===== src/rtl/boot_run_ctrl.sv =====
// Boot sequencer: streams a program image into memory, releases the core,
// then captures and supervises the first halt, reporting done or an error code.
module boot_run_ctrl #(
    parameter int unsigned LOAD_WORDS    = 256,
    parameter int unsigned SETTLE_CYCLES = 5,
    parameter int unsigned TIMEOUT       = 1000,
    parameter int unsigned CNT_W         = 32
) (
    input  logic             clk,
    input  logic             rst,
    input  logic             src_valid,
    input  logic [15:0]      src_data,
    output logic             src_ready,
    input  logic             core_mem_req,
    input  logic             core_mem_wr,
    input  logic [15:0]      core_mem_addr,
    input  logic [15:0]      core_mem_wdata,
    output logic             mem_en,
    output logic             mem_wr,
    output logic [15:0]      mem_addr,
    output logic [15:0]      mem_wdata,
    output logic             core_rst,
    input  logic             core_halt,
    input  logic [15:0]      core_first_word,
    output logic             halted,
    output logic [15:0]      halt_word,
    output logic [CNT_W-1:0] halt_cycle,
    output logic             done,
    output logic [1:0]       err_code
);

    localparam int unsigned SET_W = $clog2(SETTLE_CYCLES + 1);
    localparam logic [15:0]      LAST_ADDR = 16'(LOAD_WORDS - 1);
    localparam logic [CNT_W-1:0] TIMEOUT_C = CNT_W'(TIMEOUT);
    localparam logic [SET_W-1:0] SETTLE_C  = SET_W'(SETTLE_CYCLES);

    localparam logic [1:0] ERR_TIMEOUT = 2'd1;
    localparam logic [1:0] ERR_DROP    = 2'd2;
    localparam logic [1:0] ERR_WORD    = 2'd3;

    typedef enum logic [2:0] {
        S_LOAD,
        S_RELEASE,
        S_RUN,
        S_SETTLE,
        S_DONE,
        S_ERROR
    } state_e;

    state_e           state_q;
    logic [15:0]      load_addr_q;
    logic [CNT_W-1:0] cycle_cnt_q;
    logic [CNT_W-1:0] cycle_cnt_d;
    logic [SET_W-1:0] settle_cnt_q;
    logic [SET_W-1:0] settle_cnt_d;
    logic             halted_q;
    logic [15:0]      halt_word_q;
    logic [CNT_W-1:0] halt_cycle_q;
    logic             done_q;
    logic [1:0]       err_code_q;
    logic             core_owns_mem;

    assign cycle_cnt_d  = cycle_cnt_q + CNT_W'(1);
    assign settle_cnt_d = settle_cnt_q + SET_W'(1);

    // Sequencer state and captured status
    always_ff @(posedge clk or posedge rst) begin
        if (rst) begin
            state_q      <= S_LOAD;
            load_addr_q  <= 16'd0;
            cycle_cnt_q  <= '0;
            settle_cnt_q <= '0;
            halted_q     <= 1'b0;
            halt_word_q  <= 16'd0;
            halt_cycle_q <= '0;
            done_q       <= 1'b0;
            err_code_q   <= 2'd0;
        end else begin
            case (state_q)
                S_LOAD: begin
                    if (src_valid) begin
                        load_addr_q <= load_addr_q + 16'd1;
                        if (load_addr_q == LAST_ADDR) begin
                            state_q <= S_RELEASE;
                        end
                    end
                end
                S_RELEASE: begin
                    cycle_cnt_q <= '0;
                    state_q     <= S_RUN;
                end
                S_RUN: begin
                    cycle_cnt_q <= cycle_cnt_d;
                    if (core_halt) begin
                        halted_q     <= 1'b1;
                        halt_word_q  <= core_first_word;
                        halt_cycle_q <= cycle_cnt_d;
                        settle_cnt_q <= '0;
                        state_q      <= S_SETTLE;
                    end else if (cycle_cnt_d > TIMEOUT_C) begin
                        err_code_q <= ERR_TIMEOUT;
                        state_q    <= S_ERROR;
                    end
                end
                S_SETTLE: begin
                    if (!core_halt) begin
                        err_code_q <= ERR_DROP;
                        state_q    <= S_ERROR;
                    end else if (core_first_word != halt_word_q) begin
                        err_code_q <= ERR_WORD;
                        state_q    <= S_ERROR;
                    end else begin
                        settle_cnt_q <= settle_cnt_d;
                        if (settle_cnt_d == SETTLE_C) begin
                            done_q  <= 1'b1;
                            state_q <= S_DONE;
                        end
                    end
                end
                S_DONE: begin
                    state_q <= S_DONE;
                end
                S_ERROR: begin
                    state_q <= S_ERROR;
                end
                default: begin
                    state_q <= S_LOAD;
                end
            endcase
        end
    end

    assign core_owns_mem = (state_q == S_RUN) || (state_q == S_SETTLE) || (state_q == S_DONE);

    // Memory port mux: loader during LOAD, core once released, idle otherwise
    always_comb begin
        src_ready = 1'b0;
        core_rst  = 1'b1;
        mem_en    = 1'b0;
        mem_wr    = 1'b0;
        mem_addr  = 16'd0;
        mem_wdata = 16'd0;
        if (state_q == S_LOAD) begin
            src_ready = 1'b1;
            mem_en    = src_valid;
            mem_wr    = src_valid;
            mem_addr  = load_addr_q;
            mem_wdata = src_data;
        end else if (core_owns_mem) begin
            core_rst  = 1'b0;
            mem_en    = core_mem_req;
            mem_wr    = core_mem_wr;
            mem_addr  = core_mem_addr;
            mem_wdata = core_mem_wdata;
        end
    end

    assign halted     = halted_q;
    assign halt_word  = halt_word_q;
    assign halt_cycle = halt_cycle_q;
    assign done       = done_q;
    assign err_code   = err_code_q;

endmodule


===== config.mk =====
export PLATFORM = sky130hd
export DESIGN_NAME = boot_run_ctrl
export DESIGN_NICKNAME = d
export VERILOG_FILES = /design/src/rtl/boot_run_ctrl.sv
export SDC_FILE = /design/constraint.sdc
export NUM_CORES = 1
export LEC_CHECK = 0
export CELL_PAD_IN_SITES_DETAIL_PLACEMENT = 0
export CELL_PAD_IN_SITES_GLOBAL_PLACEMENT = 2
export CORE_MARGIN = 4
export CORE_UTILIZATION = 31
export DETAILED_ROUTE_END_ITERATION = 16
export PLACE_DENSITY_LB_ADDON = 0.1
export SLEW_MARGIN = 10
export SYNTH_ARGS = -nofsm -noshare
export SYNTH_HDL_FRONTEND = slang
export SYNTH_SLANG_ARGS = --single-unit

===== constraint.sdc =====
create_clock -name clk -period 8.9 [get_ports clk]
set_input_delay 1.78 -clock clk [delete_from_list [all_inputs] [get_ports clk]]
set_output_delay 1.78 -clock clk [all_outputs]
set_load 0.005 [all_outputs]

==> results of run 1 <==
[per-stage QoR]
step	power (mW)	worst slack [ns]	hold WS, ns
2_1_floorplan	0.594	4.33	0.451
3_3_place_gp	0.691	4.07	0.446
3_5_place_dp	0.693	4.05	0.455
4_1_cts	1.08	3.93	0.468
5_1_grt	1.11	3.75	0.477
6_report	1.05	4.01	0.467
[cell families after synthesis]
| family | Yosys count |
|---|---|
| xor gates and xnor gates | 63 |
| and+or+nand+nor | 271 |
| muxes | 6 |
| buffers and inverters | 58 |
| adders and majority gates | 4 |
| AOI/OAI and AO/OA | 155 |
| DFF | 106 |
[report_power, final]
part           switching (mW)  internal, mW
registers              0.0273         0.501
logic                  0.0517         0.102
clock network           0.171         0.201
total                   0.250         0.804
[layout by cell type (no fill, tap or decap), types with 4 or more instances in the layout]
master,n
xor2_1,11
nor2_1,39
o21ai_0,77
a22o_1,34
a21oi_1,12
and3_1,7
a21o_1,7
clkbuf_16,9
nand4_1,14
o31ai_1,8
dfrtp_1,106
nor4_1,4
buf_4,5
inv_1,9
nor3_1,5
a31oi_1,4
xnor2_1,52
nand2b_1,6
or3_1,5
or2_2,4
nand2_1,135
clkdlybuf4s50_1,157
nand3_1,18
and3_2,4
ha_1,4
[routing by layer]
layer,share of wire,vias up,track usage
met5,0,-,0
met4,0.012,0,0.0447
met3,0.044,11,0.0320
met2,0.47,146,0.257
met1,0.47,2493,0.211
li1,-,2548,-
[worst paths after layout]
| path | from | end | slack, ns | depth (start not counted) |
|---|---|---|---|---|
| max in group asynchronous | rst | cycle_cnt_q[2]$_DFFE_PP0P_ | 5.80 | 3 |
| worst min register to register | done$_DFFE_PP0P_ | done$_DFFE_PP0P_ | 0.47 | 1 |
| worst min-delay path | done$_DFFE_PP0P_ | done$_DFFE_PP0P_ | 0.47 | 1 |
| min in group asynchronous | rst | halt_word[5]$_DFFE_PP0P_ | 1.86 | 2 |
| worst max register to register | state_q[1]$_DFFE_PP0P_ | halt_cycle[4]$_DFFE_PP0P_ | 5.41 | 6 |
| worst max-delay path | state_q[1]$_DFFE_PP0P_ | mem_wdata[15] | 4.01 | 4 |
[critical path: cells and delay by family, from the launching register on]
family	cells	cell delay, ns
flops	1	0.52
buf+inv	1	0.52
simple gates	1	0.58
compound gates	2	1.11
[sequential cells by signal, indices dropped and copies added, names as in the netlist]
register      count
cycle_cnt_q      32
done              1
err_code          2
halt_cycle       32
halt_word        16
halted            1
load_addr_q      16
settle_cnt_q      3
state_q           3
[synth_stat cells, drive strengths merged, types with 4 or more instances]
library cell,n,share of area
nor2,40,0.026
ha,4,0.0084
a21o,7,0.0089
nor3,6,0.0051
nor4,7,0.012
nand4,15,0.018
or2,5,0.0053
inv,10,0.0063
o21ai,77,0.065
a22o,34,0.050
and4,4,0.0063
nand3,22,0.024
o31ai,8,0.010
or3,6,0.0065
nand2b,6,0.0063
clkbuf,39,0.029
and3,11,0.012
xnor2,52,0.077
dfrtp,106,0.45
a21oi,12,0.010
xor2,11,0.016
nand2,137,0.087
buf,8,0.0084
a31oi,4,0.0042
[layout make-up]
| class | count | area (um^2) |
|---|---|---|
| Fill cell | 1862 | 10900 |
| Multi-Input combinational cell | 499 | 3020 |
| Sequential cell | 106 | 2650 |
| Timing Repair Buffer | 162 | 1610 |
| Tap cell | 234 | 293 |
| Clock buffer | 13 | 260 |
| Inverter | 10 | 40.0 |
==> out/summary.txt, run 1 <==
die area: 21400 um^2
DRT Pass-1 Iters: 5
drt total wl: 16500 um
RSZ-0062 raised after global routing: no
Setup TNS Final: 0 ns
Synth Area in XOR/XNOR: 0.0931
Crit Path Max Fanout: 35
minimum clock period: 4.89 ns
H-tree depth: 3
number of synthesized flops with an enable pin: 0
Yosys cell types: 64
Max-cap violations: 0
main combinational cell family by area after synthesis: simple AND/OR/NAND/NOR gates
mux cell area share after synthesis: 0.0108
Clock Latency Late Sink: 0.35 ns
#FFs+latches synth: 106
ANT cells: 0
# port buffers: 157
global-route wire length before repair: 27800 um
fin crit share: 0.549
row count: 50
drt first-iter violations: 259
Placer Congestion: 0.778
critical path class: reg -> out
worst path required time: 7.12 ns
GR Overflow Total: 0
dpl cells: 1011
Final setup violation count: 0
initial antenna violation count: 0
Cell Count, Final, Fillers Out: 1024
chip width: 146 um
CTS resizes: 0
clk_skew: 0.00938 ns
Main synth FF type: dfrtp_1
IO Count: 158
placed inst area: 7610 um^2
vias in the first global route: 5124
Final ANT Viol Nets: 0
Mapped Avg Cell Area: 8.94 um^2
gr usage total: 0.157
Num CTS Buffers: 9
Least-Margin Pin Slew: 1.10 ns
Worst Hold Class: reg -> reg
Worst setup EP type: output pin
vias per cell: 5.08
clk slew on worst S/H paths: 0.06 ns
Fin. Hold Viols: 0
Mapped Cells: 663
root buffer cell: clkbuf_16
Mapped Area: 5930 um^2
postcts setup bufs: 0
post-synthesis simple-gate area fraction: 0.226
Initial Util: 0.316
HPWL Detailed: 11700 um
CTS tree: yes
cts hold-fix bufs: 0
ys async rst share: 1.00
pin count of the biggest net entering global routing: 63
crit-path cells: nor2b_1, a21o_1, a22o_1, clkdlybuf4s50_1
Critical-path top delay cell: a21o_1
layout cell share with drive strength beyond 1: 0.0608
Rel. slew slack: 0.267
status: finished, final reports clean
Post-Route Utilization: 0.420
VDD IR max: 0.0000862 V
Die H: 146 um
FMAX: 205 MHz
Leak: 3.21 nW
startpoint types: flop
Final #Nets: 862
routed len/inst: 16.1 um
crit path DAT: 3.11 ns
vias: 5198
Final Max Tran Viols: 0
power per cell area: 134 nW/um^2
cell area after layout: 7870 um^2
synthesized-area fraction occupied by adder cells: 0.00844
DRC Markers: 0
Sink Count: 106
Syn Nets: 737
Area Overhead vs Synth: 32.8%
core area: 18800 um^2
register area share after synthesis: 0.447
Synth Area in Compound Gates: 0.169
CTS Buffer Depth: 2
Crit path largest cell delay: 0.87 ns
Yosys warning total: 0
(Power assumes the default switching activity.)
==> run 2, diff against run 1 <==
--- a/config.mk
+++ b/config.mk
@@ -8,7 +8,7 @@
 export CELL_PAD_IN_SITES_DETAIL_PLACEMENT = 0
 export CELL_PAD_IN_SITES_GLOBAL_PLACEMENT = 2
 export CORE_MARGIN = 4
-export CORE_UTILIZATION = 31
+export CORE_UTILIZATION = 26
 export DETAILED_ROUTE_END_ITERATION = 16
 export PLACE_DENSITY_LB_ADDON = 0.1
 export SLEW_MARGIN = 10
==> constraint.sdc (replaced) <==
create_clock -name clk -period 4 [get_ports clk]
set_input_delay 0.8 -clock clk [delete_from_list [all_inputs] [get_ports clk]]
set_output_delay 0.8 -clock clk [all_outputs]
set_load 0.005 [all_outputs]
==> run 2 against run 1 <==
Final cell count increased by 5.1%. Utilization is 5.9 points lower. Die area increased by 18%. Total power rose by 120%. Clock skew fell by 0.0011 ns. Critical path depth is 5 higher. Critical path type is now reg -> reg. Largest cell class unchanged. Largest power group unchanged. Highest routed layer unchanged.
==> out/summary.txt, run 2 (synthesized netlist as in run 1, its figures left out) <==
power per cell area: 295 nW/um^2
initial antenna violation count: 0
pre-CTS WS: 0.677 ns
Clock Latency Late Sink: 0.35 ns
vias: 5154
final setup margin: 0.724 ns
# fillers: 2263
global route hottest layer: met2
cell area after layout: 7960 um^2
GR Overflow Total: 0
Fin. Hold Viols: 0
drt first-iter violations: 272
VDD IR max: 0.000193 V
Area Overhead vs Synth: 34.3%
FMAX: 305 MHz
dpl cells: 1061
chip width: 159 um
placed inst area: 7710 um^2
Worst setup EP type: flop
most frequent cells in the layout: clkdlybuf4s50_1, nand2_1, dfrtp_1
Placer Congestion: 0.781
CTS tree: yes
CTS resizes: 0
area of the multi-input gates: 3020 um^2
Final Max Tran Viols: 0
DRC Markers: 0
ANT cells: 0
clk slew on worst S/H paths: 0.07 ns
Sequential Power Share: 0.502
Sequential Area: 2650 um^2
Die H: 159 um
DRT Pass-1 Iters: 4
worst path required time: 4.23 ns
met2 Usage GRT: 0.250
startpoint types: flop
global-route wire length before repair: 30000 um
Cell Count, Final, Fillers Out: 1076
Max-cap violations: 0
commonest non-fill, non-tap cell in the layout: clkdlybuf4s50_1
clk_skew: 0.00832 ns
Net Sw Frac: 0.251
CTS Buffer Depth: 2
Final ANT Viol Nets: 0
combinational fraction of design power: 0.145
Hold Crit Start: done$_DFFE_PP0P_
row count: 54
Psw: 0.590 mW
minimum clock period: 3.28 ns
critical path class: reg -> reg
Worst Hold Class: reg -> reg
routed len/inst: 16.6 um
drt total wl: 17900 um
fin crit share: 0.819
Sink Count: 106
Num CTS Buffers: 9
Rel. slew slack: 0.220
IO Count: 158
crit path DAT: 3.51 ns
# port buffers: 157
Leak: 3.24 nW
cell-internal power: 1.76 mW
vias per cell: 4.79
status: finished, final reports clean
core area: 22100 um^2
met1 GRT Util: 0.180
Crit Path Max Fanout: 12
Final #Nets: 866
gr usage total: 0.143
Initial Util: 0.268
Clk network pwr share: 0.353
postcts setup bufs: 0
Setup TNS Final: 0 ns
root buffer cell: clkbuf_16
Setup crit start: cycle_cnt_q[0]$_DFFE_PP0P_
cts hold-fix bufs: 0
RSZ-0062 raised after global routing: no
pin count of the biggest net entering global routing: 64
layout cell share with drive strength beyond 1: 0.0666
H-tree depth: 3
Final setup violation count: 0
Power, Total: 2.35 mW
M3 GR Usage: 0.0388
Hold WS: 0.469 ns
RR Startpoint: cycle_cnt_q[0]$_DFFE_PP0P_
HPWL Detailed: 12500 um
vias in the first global route: 5520
Least-Margin Pin Slew: 1.17 ns
die area: 25300 um^2
Post-Route Utilization: 0.360
[run 2: changes by cell type in the layout (fill, tap and decap cells not counted), sizes merged]
cell and delta:
buf +4, clkbuf -2, clkinv +4
[run 2: path summary, 6_finish.rpt]
path	cells after the start	endpoint	slack, ns
setup / recovery	9	err_code[0]$_DFFE_PP0P_	0.72
hold / removal	1	done$_DFFE_PP0P_	0.47
setup reg to reg	9	err_code[0]$_DFFE_PP0P_	0.72
hold reg to reg	1	done$_DFFE_PP0P_	0.47
max in group asynchronous	3	halt_cycle[21]$_DFFE_PP0P_	2.33
min in group asynchronous	2	halt_word[3]$_DFFE_PP0P_	0.89
[run 2: cell type report]
class / count / share of cell area
Clock buffer: 11 / 0.0292
Clock inverter: 4 / 0.00251
Inverter: 10 / 0.00503
Multi-Input combinational cell: 499 / 0.379
Sequential cell: 106 / 0.333
Tap cell: 280 / 0.0440
Timing Repair Buffer: 166 / 0.207
[run 2: per-layer routing]
layer / up-vias / wire, um
met5: - / 0
met4: 0 / 135
met3: 12 / 853
met2: 120 / 8620
met1: 2470 / 8310
li1: 2552 / -
[run 2: critical path: stages (launching register included)]
cell,delay [ns]
dfrtp_1,0.48
ha_1,0.45
nand3_1,0.21
nor4_2,0.52
mux2_2,0.39
nor2_1,0.08
a41oi_1,0.06
nor4bb_1,0.41
nand3_2,0.22
o32a_1,0.34
[run 2: power by group through the flow]
stage | logic [mW] | registers, mW | clock network, mW
6_report | 0.341 | 1.18 | 0.828
5_1_grt | 0.373 | 1.19 | 0.903
4_1_cts | 0.350 | 1.18 | 0.868
3_5_place_dp | 0.349 | 1.20 | 0
3_3_place_gp | 0.348 | 1.20 | 0
2_1_floorplan | 0.145 | 1.18 | 0
